==> src/rtl/ifq_pkg.sv <==
// Shared constants, state codes and sizing helper for the instruction-fetch queue.
package ifq_pkg;

   localparam logic [31:0] NOP     = 32'h0000_0013;
   localparam logic [31:0] BOOT_PC = 32'h0000_0000;

   typedef logic [1:0] ifq_state_t;

   localparam ifq_state_t FETCH   = 2'd0;
   localparam ifq_state_t WAIT    = 2'd1;
   localparam ifq_state_t DISCARD = 2'd2;

   function automatic int lvl_w(input int depth);
      return $clog2(depth) + 1;
   endfunction

endpackage

==> src/rtl/ifq_fifo.sv <==
// DEPTH-entry synchronous FIFO of {inst, pc}; flush empties it and wins over push/pop.
module ifq_fifo
   import ifq_pkg::*;
#(
   parameter int             W       = 64,
   parameter int             DEPTH   = 4,
   parameter logic [W-1:0]   RST_VAL = '0
) (
   input  logic                      clk,
   input  logic                      rst_n,
   input  logic                      flush,
   input  logic                      push,
   input  logic [W-1:0]              din,
   input  logic                      pop,
   output logic [W-1:0]              dout,
   output logic                      full,
   output logic                      empty,
   output logic [lvl_w(DEPTH)-1:0]   level
);

   localparam int AW = $clog2(DEPTH);
   localparam int LW = lvl_w(DEPTH);

   logic [W-1:0]  mem [DEPTH];
   logic [AW-1:0] wr_ptr;
   logic [AW-1:0] rd_ptr;
   logic          do_push;
   logic          do_pop;

   assign full    = (level == LW'(DEPTH));
   assign empty   = (level == '0);
   assign do_pop  = pop & ~empty;
   // A full queue still accepts a push when the head leaves in the same cycle.
   assign do_push = push & (~full | do_pop);
   assign dout    = mem[rd_ptr];

   always_ff @(posedge clk or negedge rst_n) begin
      if (!rst_n) begin
         wr_ptr <= '0;
         rd_ptr <= '0;
         level  <= '0;
         for (int i = 0; i < DEPTH; i++) mem[i] <= RST_VAL;
      end else if (flush) begin
         wr_ptr <= '0;
         rd_ptr <= '0;
         level  <= '0;
      end else begin
         if (do_push) begin
            mem[wr_ptr] <= din;
            wr_ptr      <= wr_ptr + AW'(1);
         end
         if (do_pop) rd_ptr <= rd_ptr + AW'(1);
         level <= level + LW'(do_push) - LW'(do_pop);
      end
   end

endmodule

==> src/rtl/ifetch_queue.sv <==
// Sequential instruction fetch with a prefetch queue, redirect flush and stale-response discard.
// Build option IFQ_BYPASS_EN: an empty queue forwards a returning response straight to decode.
module ifetch_queue
   import ifq_pkg::*;
#(
   parameter int               XLEN    = 32,
   parameter int               IADDR_W = 16,
   parameter int               DEPTH   = 4,
   parameter logic [XLEN-1:0]  BOOT    = XLEN'(BOOT_PC)
) (
   input  logic                       clk,
   input  logic                       rst_n,
   output logic [IADDR_W-1:0]         imem_addr,
   output logic                       imem_oe,
   input  logic [31:0]                imem_rdata,
   input  logic                       imem_ready,
   input  logic                       redirect,
   input  logic [XLEN-1:0]            redirect_pc,
   output logic                       id_valid,
   output logic [31:0]                id_inst,
   output logic [XLEN-1:0]            id_pc,
   input  logic                       id_ready,
   output logic [lvl_w(DEPTH)-1:0]    level,
   output ifq_state_t                 fsm_state
);

   // Handshakes: the head transfers when id_valid && id_ready at a rising edge; an imem
   // request stays presented (imem_oe, imem_addr stable) until the cycle imem_ready=1.

   localparam int LW = lvl_w(DEPTH);
   localparam int OW = LW + 1;
   localparam int EW = 32 + XLEN;

   logic [XLEN-1:0] fpc;
   logic [XLEN-1:0] req_pc;
   logic            outstanding;
   logic            run;
   ifq_state_t      state;
   ifq_state_t      state_nxt;

   logic            resp;
   logic            hold;
   logic            resp_ok;
   logic            issue;
   logic            byp_take;
   logic            fifo_push;
   logic            fifo_pop;
   logic            fifo_full;
   logic            fifo_empty;
   logic [LW-1:0]   fifo_level;
   logic [EW-1:0]   head;
   logic [OW-1:0]   occ;

   assign resp     = outstanding & imem_ready;
   assign hold     = outstanding & ~imem_ready;
   // The response owed to a pre-redirect request is never queued.
   assign resp_ok  = resp & (state != DISCARD) & ~redirect;
   assign fifo_pop = ~fifo_empty & id_ready & ~redirect;

`ifdef IFQ_BYPASS_EN
   logic byp;
   assign byp      = resp_ok & fifo_empty;
   assign byp_take = byp & id_ready;
   assign id_valid = ~fifo_empty | byp;
   assign id_inst  = byp ? imem_rdata : head[XLEN +: 32];
   assign id_pc    = byp ? req_pc : head[XLEN-1:0];
`else
   assign byp_take = 1'b0;
   assign id_valid = ~fifo_empty;
   assign id_inst  = head[XLEN +: 32];
   assign id_pc    = head[XLEN-1:0];
`endif

   assign fifo_push = resp_ok & ~byp_take;
   assign occ       = {1'b0, fifo_level} + OW'(fifo_push) - OW'(fifo_pop);
   // Credit: a new request must have a guaranteed slot once its response lands.
   assign issue     = run & ~redirect & ~hold & (occ < OW'(DEPTH)) & ~(fifo_full & ~fifo_pop);
   assign imem_oe   = hold | issue;
   assign imem_addr = hold ? req_pc[IADDR_W-1:0] : fpc[IADDR_W-1:0];
   assign level     = fifo_level;
   assign fsm_state = state;

   always_comb begin
      state_nxt = FETCH;
      if (redirect)                    state_nxt = hold ? DISCARD : FETCH;
      else if (state == DISCARD && hold) state_nxt = DISCARD;
      else if (hold)                   state_nxt = WAIT;
   end

   always_ff @(posedge clk or negedge rst_n) begin
      if (!rst_n) begin
         run         <= 1'b0;
         fpc         <= BOOT;
         req_pc      <= BOOT;
         outstanding <= 1'b0;
         state       <= FETCH;
      end else begin
         run   <= 1'b1;
         state <= state_nxt;
         if (redirect) begin
            fpc         <= redirect_pc & ~XLEN'(1);
            outstanding <= hold;
         end else if (issue) begin
            req_pc      <= fpc;
            fpc         <= fpc + XLEN'(4);
            outstanding <= 1'b1;
         end else if (resp) begin
            outstanding <= 1'b0;
         end
      end
   end

   ifq_fifo #(
      .W       (EW),
      .DEPTH   (DEPTH),
      .RST_VAL ({NOP, BOOT})
   ) u_fifo (
      .clk   (clk),
      .rst_n (rst_n),
      .flush (redirect),
      .push  (fifo_push),
      .din   ({imem_rdata, req_pc}),
      .pop   (fifo_pop),
      .dout  (head),
      .full  (fifo_full),
      .empty (fifo_empty),
      .level (fifo_level)
   );

endmodule

==> config.mk <==
export PLATFORM = sky130hd
export DESIGN_NAME = ifetch_queue
export DESIGN_NICKNAME = d
export VERILOG_FILES = /design/src/rtl/ifq_pkg.sv /design/src/rtl/ifq_fifo.sv /design/src/rtl/ifetch_queue.sv
export SDC_FILE = /design/constraint.sdc
export NUM_CORES = 1
export LEC_CHECK = 0
export ABC_CLOCK_PERIOD_IN_PS = 10400
export CAP_MARGIN = 20
export CORE_MARGIN = 2
export CORE_UTILIZATION = 30
export CTS_CLUSTER_DIAMETER = 200
export CTS_CLUSTER_SIZE = 14
export DETAILED_ROUTE_END_ITERATION = 10
export PLACE_DENSITY = 0.57
export SLEW_MARGIN = 5
export SYNTH_ARGS = -nofsm -noshare
export SYNTH_HDL_FRONTEND = slang
export SYNTH_SLANG_ARGS = --single-unit
==> constraint.sdc <==
create_clock -name clk -period 10.4 [get_ports clk]
set_input_delay 2.08 -clock clk [delete_from_list [all_inputs] [get_ports clk]]
set_output_delay 2.08 -clock clk [all_outputs]
set_load 0.02 [all_outputs]
==> summary.md <==
| Metric | Value |
|---|---|
| Power share of the clock group | 22.0% |
| Critical path fanouts, max | 4 |
| CTS hold repair buffers | 0 |
| HP Class | reg -> reg |
| CP required | 8.32 ns |
| Setup Buffers After CTS | 0 |
| DR WL/cell | 18.6 microns |
| H-Tree Level Count | 1 |
| Met2 Use GR | 23.1% |
| Leak Pwr | 0.00804 uW |
| GRT Resource Usage Total | 14.0% |
| Max_cap viols | 0 |
| Worst clock skew | between 0.02 and 0.025 ns |
| RSZ-0062 raised after global routing | false |
| Largest stage delay, worst path | 0.64 ns |
| EDFF count, synth | 0 |
| Final min period | 7.34 ns |
| Chip width | 226 microns |
| Antenna violations before repair | 0 |
| Hold wc startpoint | u_fifo.mem[99] |
| Final hold violation count | 0 |
| Async set-or-reset flop fraction in the synthesized netlist | 100% |
| Endpoint, Worst Hold | u_fifo.mem[99] |
| First-pass GRT wire length | around 56 mm |
| Largest buffer count on any clock path | 3 |
| Rows | 81 |
| Later-pin clock latency in the skew report | between 0.5 and 0.6 ns |
| Launching point of the worst reg2reg path | u_fifo.level[2] |
| Fmax | 136 MHz |
| Most used routing layer | met2 |
| Final nets | 1,289 |
| Pre-antenna DRT Iters | 5 |
| Antenna Cells | 0 |
| Met3 usage | 2.70% |
| Initial DRC Count | 457 |
| Layout area overhead | 19.6% |
| Sequential power share | 42.0% |
| RePlAce Congestion | between 0.7 and 0.8 |
| Worst EP arrival | 5.26 ns |
| # DRC | 0 |
| Largest net degree at the start of global routing | 110 |
| Top_reg_cell synth | dfrtp_1 |
| GRT overflow | 0 |
| Commonest cells post-synth | 313 x dfrtp_1, 253 x mux2_2, 150 x nand2_1, 63 x mux4_2, 30 x o21ai_0 |
| Slowest CP cell | clkdlybuf4s50_1 |
| Synth area leaders | dfrtp_1 53%, mux2_2 19%, mux4_2 9.6% |
| Tcrit/Tclk final | between 70% and 80% |
| Switch Pwr | 1520 uW |
| Post-route ant nets | 0 |
| Setup Crit Path Kind | in -> out |
| Clk pin slew, worst setup/hold paths | 0.07 ns |
| Vias/cell | 4.84 |
| Core ar. | 49,000 sq um |
| Slew margin rel. | between 20% and 30% |
| TritonCTS Buffers | 27 |
| Hold Crit Depth | 1 |
| R2r worst-path depth | 14 |
| Sink Count | 325 |
| Crit path max-delay family | buffers and inverters |
| GR Util met1 | between 15 and 20% |
| Flop2flop setup slack | 6.64 ns |
| Worst path buffer plus inverter count | 3 |
| Count leader, synth | dfrtp_1 |
| Int Pwr | 2910 uW |
| Vias in the first global route | 9,559 |
| R2R Path End | fpc[7] |
| Die height | 226 microns |
| Comb pwr share | 36.0% |
| PortBufs | 152 |
| Worst Setup Start Kind | input pin |
| Dpl hpwl | 22.1 mm |
| Share of cells above drive strength 1 | 31.8% |
| Root Buffer Master | clkbuf_16 |
| I/O pin count | 156 |
| Worst-path cell chain | clkdlybuf4s50_1, nand2_1, nor2_1, ha_1, inv_1, ha_1, nand2b_1, o41ai_2, nand4_1, o31a_2, nand2_1, clkdlybuf4s50_1 |
| Pwr dens | 249 nW/um^2 |
| Setup TNS | 0 ns |
| Cell area after synthesis | 14,900 sq um |
| Endpoint class of the critical path | primary output |
| Setup Viol. Count Final | 0 |
| Synth cell types | a little under 50 |
| Synth warn | 0 |
| Synthesized area per cell | 13.8 sq um |
| Slew Limit Fails | 0 |
| Post-Route WL | 35.3 mm |
| Switching Share | 34.3% |
| Area leader, netlist | dfrtp_1 |
| Fin area | 17,800 sq um |
| Max rail drop VDD | ~0.15 mV |
| FF+latch count, synth | roughly 330 |
| Post-CTS resize count | 0 |
| Area post-placement | 16,900 sq um |
| Sequential area share after synthesis | 54.9% |
| Mapped Cells | approximately 1,100 |
| Detailed-route via count | 9,164 |
| Worst-margin pin slew | 1.09 ns |
| Post-synth top area share | 52.7% |
| Outcome | complete, no violations |
| Initial core utilization | 30.3% |
| CTS tree | done |
| Die Area | 51,300 sq um |
| # fillers | 4,714 |
==> registers in the layout, indices dropped and copies added, names as in the netlist <==
name / flops
u_fifo.mem: 252
fpc: 31
req_pc: 31
u_fifo.level: 3
fsm_state: 2
u_fifo.rd_ptr: 2
u_fifo.wr_ptr: 2
outstanding: 1
run: 1
==> per-stage QoR <==
| step | power [uW] | util, % | worst slack [ns] | cells | hold slack, ns |
|---|---|---|---|---|---|
| after global routing | 4710 | 36.3 | 2.92 | 1894 | 0.510 |
| final | 4430 | 36.3 | 3.06 | 1894 | 0.501 |
| after detailed placement | 3520 | 34.5 | 3.06 | 1842 | 0.484 |
| after CTS | 4520 | 36.2 | 3.04 | 1892 | 0.502 |
| after global placement | 3480 | 34.5 | 3.12 | 1842 | 0.481 |
| after floorplan | 2800 | - | 3.99 | 1080 | 0.464 |
==> layer usage <==
layer / up-vias / share of wire (%)
li1: 4170 / -
met1: 4765 / 46
met2: 194 / 47
met3: 35 / 4.7
met4: 0 / 1.7
met5: - / 0
==> cells by family (layout without fill, tap and decap cells) <==
group,after synthesis,count (layout),synth area share (%)
buf+inv,92,242,3.65
compound gates,81,81,4.13
fa+ha+maj,11,11,0.977
xor+xnor,3,3,0.177
simple gates,248,248,7.35
other cells,2,3,0.0506
flops,325,325,54.9
mux,317,317,28.8
==> how the worst max path moves through the flow <==
stage	from	endpoint	slack [ns]	cells past startpoint
final	id_ready	imem_oe	3.06	12
after floorplan	redirect	imem_oe	3.99	12
after global routing	id_ready	imem_oe	2.92	12
after detailed placement	id_ready	imem_oe	3.06	12
after CTS	id_ready	imem_oe	3.04	12
after global placement	id_ready	imem_oe	3.12	12
==> power groups by stage <==
stage | Clock, uW | Combinational [uW] | Sequential [uW]
after floorplan | 0 | 1050 | 1740
after global placement | 0 | 1600 | 1870
after detailed placement | 0 | 1630 | 1890
after CTS | 1020 | 1630 | 1870
after global routing | 1060 | 1730 | 1920
final | 973 | 1590 | 1860
==> final cells by class <==
cell class | instances | area, sq um | area share, %
clock buffers | 48 | 754 | 4.25
clock inverters | 2 | 36.3 | 0.204
flip-flops and latches | 325 | 8160 | 45.9
multi-input cells | 663 | 6210 | 35.0
inverters | 24 | 90.1 | 0.507
well taps | 664 | 831 | 4.68
repair buffers | 168 | 1680 | 9.47
==> cell usage in the layout (no fill, tap or decap), types with 8 or more instances in the layout <==
master and count:
nor4_1 8, dfrtp_1 311, buf_4 14, clkdlybuf4s50_1 150, dfstp_2 12, ha_1 10, nor2_1 18, nand4_1 10
nor3_1 12, mux2_2 253, inv_1 23, o21ai_0 30, a221o_1 14, clkbuf_16 27, nand3_1 23, clkbuf_1 21
mux4_2 63, nand2_1 150
(Power assumes the default switching activity.)
